`config.mk`:
```
export PLATFORM = sky130hd
export DESIGN_NAME = led_pattern_engine
export DESIGN_NICKNAME = d
export VERILOG_FILES = /design/src/rtl/led_pkg.sv /design/src/rtl/step_divider.sv /design/src/rtl/led_pattern_engine.sv
export SDC_FILE = /design/constraint.sdc
export NUM_CORES = 1
export LEC_CHECK = 0
export CAP_MARGIN = 40
export CORE_AREA = 2 2 85 87
export DETAILED_ROUTE_END_ITERATION = 16
export DIE_AREA = 0 0 87 89
export PLACE_DENSITY_LB_ADDON = 0.12
export REMOVE_ABC_BUFFERS = 1
export SYNTH_ARGS = -nofsm -noshare
export SYNTH_HDL_FRONTEND = slang
export SYNTH_HIERARCHICAL = 1
export SYNTH_SLANG_ARGS = --single-unit
```
`constraint.sdc`:
```
create_clock -name clock -period 3.3 [get_ports clock]
set_input_delay 0.825 -clock clock [delete_from_list [all_inputs] [get_ports clock]]
set_output_delay 0.825 -clock clock [all_outputs]
set_load 0.1 [all_outputs]
```
`src/rtl/led_pkg.sv`:
```
// ----------------------------------------------------------------------------
// led_pkg: shared mode encodings, bounce direction type and board constants.
// Rev 1.0
// ----------------------------------------------------------------------------
`default_nettype none

package led_pkg;

  localparam logic [1:0] MODE_ROR    = 2'b00;
  localparam logic [1:0] MODE_ROL    = 2'b01;
  localparam logic [1:0] MODE_BOUNCE = 2'b10;
  localparam logic [1:0] MODE_HOLD   = 2'b11;

  typedef enum logic {
    DIR_R = 1'b0,
    DIR_L = 1'b1
  } dir_t;

  localparam int PWM_W = 4;

  // 100 MHz board clock: one step per second.
  localparam logic [31:0] BOARD_STEP_DIV = 32'd99_999_999;

endpackage

`default_nettype wire

```
`src/rtl/step_divider.sv`:
```
// ----------------------------------------------------------------------------
// step_divider: programmable period tick, one pulse every step_div+1 cycles.
// Rev 1.0
// ----------------------------------------------------------------------------
`default_nettype none

module step_divider #(
  parameter int DIV_W = 32
) (
  input  logic             clock,
  input  logic             reset,
  input  logic             clear,
  input  logic [DIV_W-1:0] step_div,
  output logic             tick
);

  logic [DIV_W-1:0] cnt;
  logic             at_period;

  // >= rather than == so a shrinking period fires at once instead of wrapping.
  assign at_period = (cnt >= step_div);
  assign tick      = at_period && !clear;

  always_ff @(posedge clock) begin
    if (reset || clear || at_period) begin
      cnt <= '0;
    end else begin
      cnt <= cnt + 1'b1;
    end
  end

endmodule

`default_nettype wire

```
`src/rtl/led_pattern_engine.sv`:
```
// ----------------------------------------------------------------------------
// led_pattern_engine: rotate/bounce/hold LED pattern engine; LED_PWM_EN adds
// a duty-controlled dimming stage and the duty port.  Rev 1.0
// ----------------------------------------------------------------------------
`default_nettype none

module led_pattern_engine
  import led_pkg::*;
#(
  parameter int WIDTH = 8,
  parameter int DIV_W = 32
) (
  input  logic             clock,
  input  logic             reset,
  input  logic [WIDTH-1:0] init_state,
  input  logic             load,
  input  logic [1:0]       mode,
  input  logic [DIV_W-1:0] step_div,
`ifdef LED_PWM_EN
  input  logic [PWM_W-1:0] duty,
`endif
  output logic [WIDTH-1:0] led,
  output logic             step
);

  logic             tick;
  logic [WIDTH-1:0] pat;
  logic [WIDTH-1:0] pat_next;
  logic [WIDTH-1:0] pat_ror;
  logic [WIDTH-1:0] pat_rol;
  dir_t             dir;
  dir_t             dir_next;

  step_divider #(
    .DIV_W (DIV_W)
  ) u_step_divider (
    .clock    (clock),
    .reset    (reset),
    .clear    (load),
    .step_div (step_div),
    .tick     (tick)
  );

  assign pat_ror = {pat[0], pat[WIDTH-1:1]};
  assign pat_rol = {pat[WIDTH-2:0], pat[WIDTH-1]};

  // Bounce direction register; retained across non-bounce modes.
  always_ff @(posedge clock) begin
    if (reset || load) begin
      dir <= DIR_R;
    end else begin
      dir <= dir_next;
    end
  end

  always_comb begin
    dir_next = dir;
    pat_next = pat;
    if (tick) begin
      case (mode)
        MODE_ROR: pat_next = pat_ror;
        MODE_ROL: pat_next = pat_rol;
        MODE_BOUNCE: begin
          if (dir == DIR_R) begin
            if (pat[0]) begin
              dir_next = DIR_L;
              pat_next = pat_rol;
            end else begin
              pat_next = pat_ror;
            end
          end else begin
            if (pat[WIDTH-1]) begin
              dir_next = DIR_R;
              pat_next = pat_ror;
            end else begin
              pat_next = pat_rol;
            end
          end
        end
        default: pat_next = pat;
      endcase
    end
  end

  always_ff @(posedge clock) begin
    if (reset || load) begin
      pat  <= init_state;
      step <= 1'b0;
    end else begin
      pat  <= pat_next;
      step <= tick && (mode != MODE_HOLD);
    end
  end

`ifdef LED_PWM_EN
  logic [PWM_W-1:0] pwm_cnt;
  logic             pwm_on;

  // The PWM phase ignores load so brightness stays steady across reloads.
  always_ff @(posedge clock) begin
    if (reset) begin
      pwm_cnt <= '0;
      pwm_on  <= 1'b0;
      led     <= '0;
    end else begin
      pwm_cnt <= pwm_cnt + 1'b1;
      pwm_on  <= (pwm_cnt < duty);
      led     <= pat & {WIDTH{pwm_on}};
    end
  end
`else
  assign led = pat;
`endif

endmodule

`default_nettype wire

```
==> flow_summary.ini <==
[synth]
synth_warnings = 6
ys_ff_latch = 42
yosysTopAreaCell = dfxtp_1
ys_async_sr_fraction_pct = 0
synth.area.top_cells = dfxtp_1 23%, ha_1 16%, edfxtp_1 8.1%, inv_1 4.8%, nor3_1 4.7%
synth.distinct_cells = 52
ys_seq_area_share_pct = 31.0
synthFlopType = dfxtp_1
syn_inst = 342
netlist_area_um2 = 2980
synth_area_per_cell_um2 = 8.70
synth_edf_count = 8
yosysTopAreaCellShare_pct = 22.9

[global_routing]
grt_max_degree = 33
antenna_found_initial = 0
grt-ovfl-total = 0
grt_first_pass_wirelength_um = 10900
grt_pass1_vias = 2421
track_usage_pct = 17.5

[clock_tree]
cts_root_buf = clkbuf_8
worst_skew_pair.late_latency_ps = 290
htreeDepth = 2
cts_setup_buffers = 0
clock-sinks = 42
cts_tree = done
cts_max_path_buffers = 2
cts_hold_buf = 0
numCtsBuffers = 5
cts_resized = 0
clk_pin_slew_ps = 80

[sta]
skew_ps = 8.84
worst_pin_slew_ps = 686
finalMaxSlewViolations = 0
finalHoldViolations = 0
setup_violations = 0
max_freq_mhz = 325
timing.final.crit_share_pct = 93.4
rsz0062_at_grt = no
slew_headroom_pct = 54.2
setup_ws_ps = 219
timing.hold.ws_ps = 536
finalCriticalPeriod_ps = 3080

[drt]
dr_total_vias = 2486
routed_via_density = 5.21
wl_per_cell_um = 13.1
dr.first_iter.drc_count = 87
routed_wl_um = 6240
ant_nets = 0
drc_errors = 0
firstDrtPassIters = 4

[setup_path]
path_cells = clkdlybuf4s50_1, inv_1, ha_1, a211o_1, a31oi_1, o221ai_1, a21oi_1, o211ai_2, nor2b_1, o31ai_1, nand2_1, buf_12
critPathMaxFanout = 8
reg2reg_slack_ps = 850
worstSetupPathType = in -> reg
endpoint_kind = register
startpoint_type = primary input
r2r-end = led[2]$_DFFE_PP_
reg2regPathDepth = 10
critPathArrivalTime_ps = 3140
max_stage_delay_ps = 460
cp.required_ps = 3360
crit_slowest_cell = clkdlybuf4s50_1
r2r-start = u_step_divider/cnt[2]$_SDFF_PP0_

[outcome]
outcome = completed

[die]
initial_utilization_pct = 44.3
num_rows = 30
fp.dieW_um = 87
die_area_um2 = 7740
ios = 54
coreArea_um2 = 6720
die_y_um = 89

[place]
portBuffers = 53
place_congestion = 0.873
place_ws_ps = -90.4
placedCellCount = 469
dpl.hpwl_um = 4790

[power_and_ir_drop]
p_leak_nw = 1.60
irDropWorstVdd_mv = 0.188
total_power_mw = 1.26
power_density_nw_per_um2 = 340

[layout]
mostFrequentLayoutCells = 44 x clkdlybuf4s50_1, 38 x inv_1, 37 x ha_1
layoutNonFillerInstCount = 477
final_common_cell = clkdlybuf4s50_1
diodes = 0
drive_gt1_share_pct = 12.1
fillers = 644
final_nets = 478
fin_util_pct = 55.3
syn2layout_area_growth_pct = 24.8

[min_path]
min_delay_worst_endpoint = u_step_divider/cnt[0]$_SDFF_PP0_
min_delay_path_depth = 1
min-delay-start = u_step_divider/cnt[0]$_SDFF_PP0_
hold_class = reg -> reg

[flow_run]
maxCapViolations = 0
## metal layers
metal	share of wire, %	track usage, %	wire length, um
met5	0	0	0
met4	1.7	5.68	104
met3	2.9	2.95	182
met2	46	30.0	2840
met1	50	22.6	3110
## critical path: cells and delay by family
kind | cells | cell delay (ps)
AOI/OAI and AO/OA | 6 | 1060
and+or+nand+nor | 2 | 300
buffers and inverters | 3 | 660
adders and majority gates | 1 | 290
## how the worst max path moves through the flow
stage / startpoint / end / slack, ps / cells past startpoint
2_1_floorplan: step_div[5] / led[0]$_DFFE_PP_ / -250 / 10
3_3_place_gp: step_div[2] / led[3]$_DFFE_PP_ / -2 / 12
3_5_place_dp: step_div[2] / led[4]$_DFFE_PP_ / -90 / 12
4_1_cts: step_div[2] / led[2]$_DFFE_PP_ / 210 / 12
5_1_grt: step_div[2] / led[1]$_DFFE_PP_ / 90 / 12
6_report: step_div[2] / led[2]$_DFFE_PP_ / 220 / 12
## cell families after synthesis
group | count (synthesis) | synth area share, %
xor gates and xnor gates | 30 | 8.83
muxes | 2 | 0.757
buffers and inverters | 50 | 6.85
DFF | 42 | 31.0
adders and majority gates | 37 | 15.6
AOI/OAI and AO/OA | 56 | 12.2
and+or+nand+nor | 125 | 24.9
## flip-flops by register name (all words and copies together) (netlist names)
register,count
step,1
dir,1
led,8
u_step_divider/cnt,32
## synth_stat cells (all sizes together), types with 11 or more instances
master	number
nand3	15
xnor2	14
nor3	36
nor2	23
nand4	11
a21oi	22
inv	39
xor2	16
dfxtp	34
nand2	19
ha	37
## cell type report
cell class                      instances  area, um2  share of cell area, %
Multi-Input combinational cell        250       1850                   49.8
Sequential cell                        42        921                   24.8
Tap cell                               80        100                   2.70
Clock inverter                          1       30.0                  0.809
Timing Repair Buffer                   58        558                   15.0
Inverter                               39        146                   3.94
Clock buffer                            7        108                   2.90
## metrics by stage
step	area (um2)	TNS, ps
final	3710	0
after global routing	3710	0
after CTS	3710	0
after detailed placement	3580	-722
after global placement	3580	-14.5
after floorplan	2920	-1960
## power breakdown
part	switching (mW)	internal, mW
clock	0.175	0.292
combinational	0.145	0.0989
sequential	0.0146	0.536
Power figures use the tool's default switching activity.
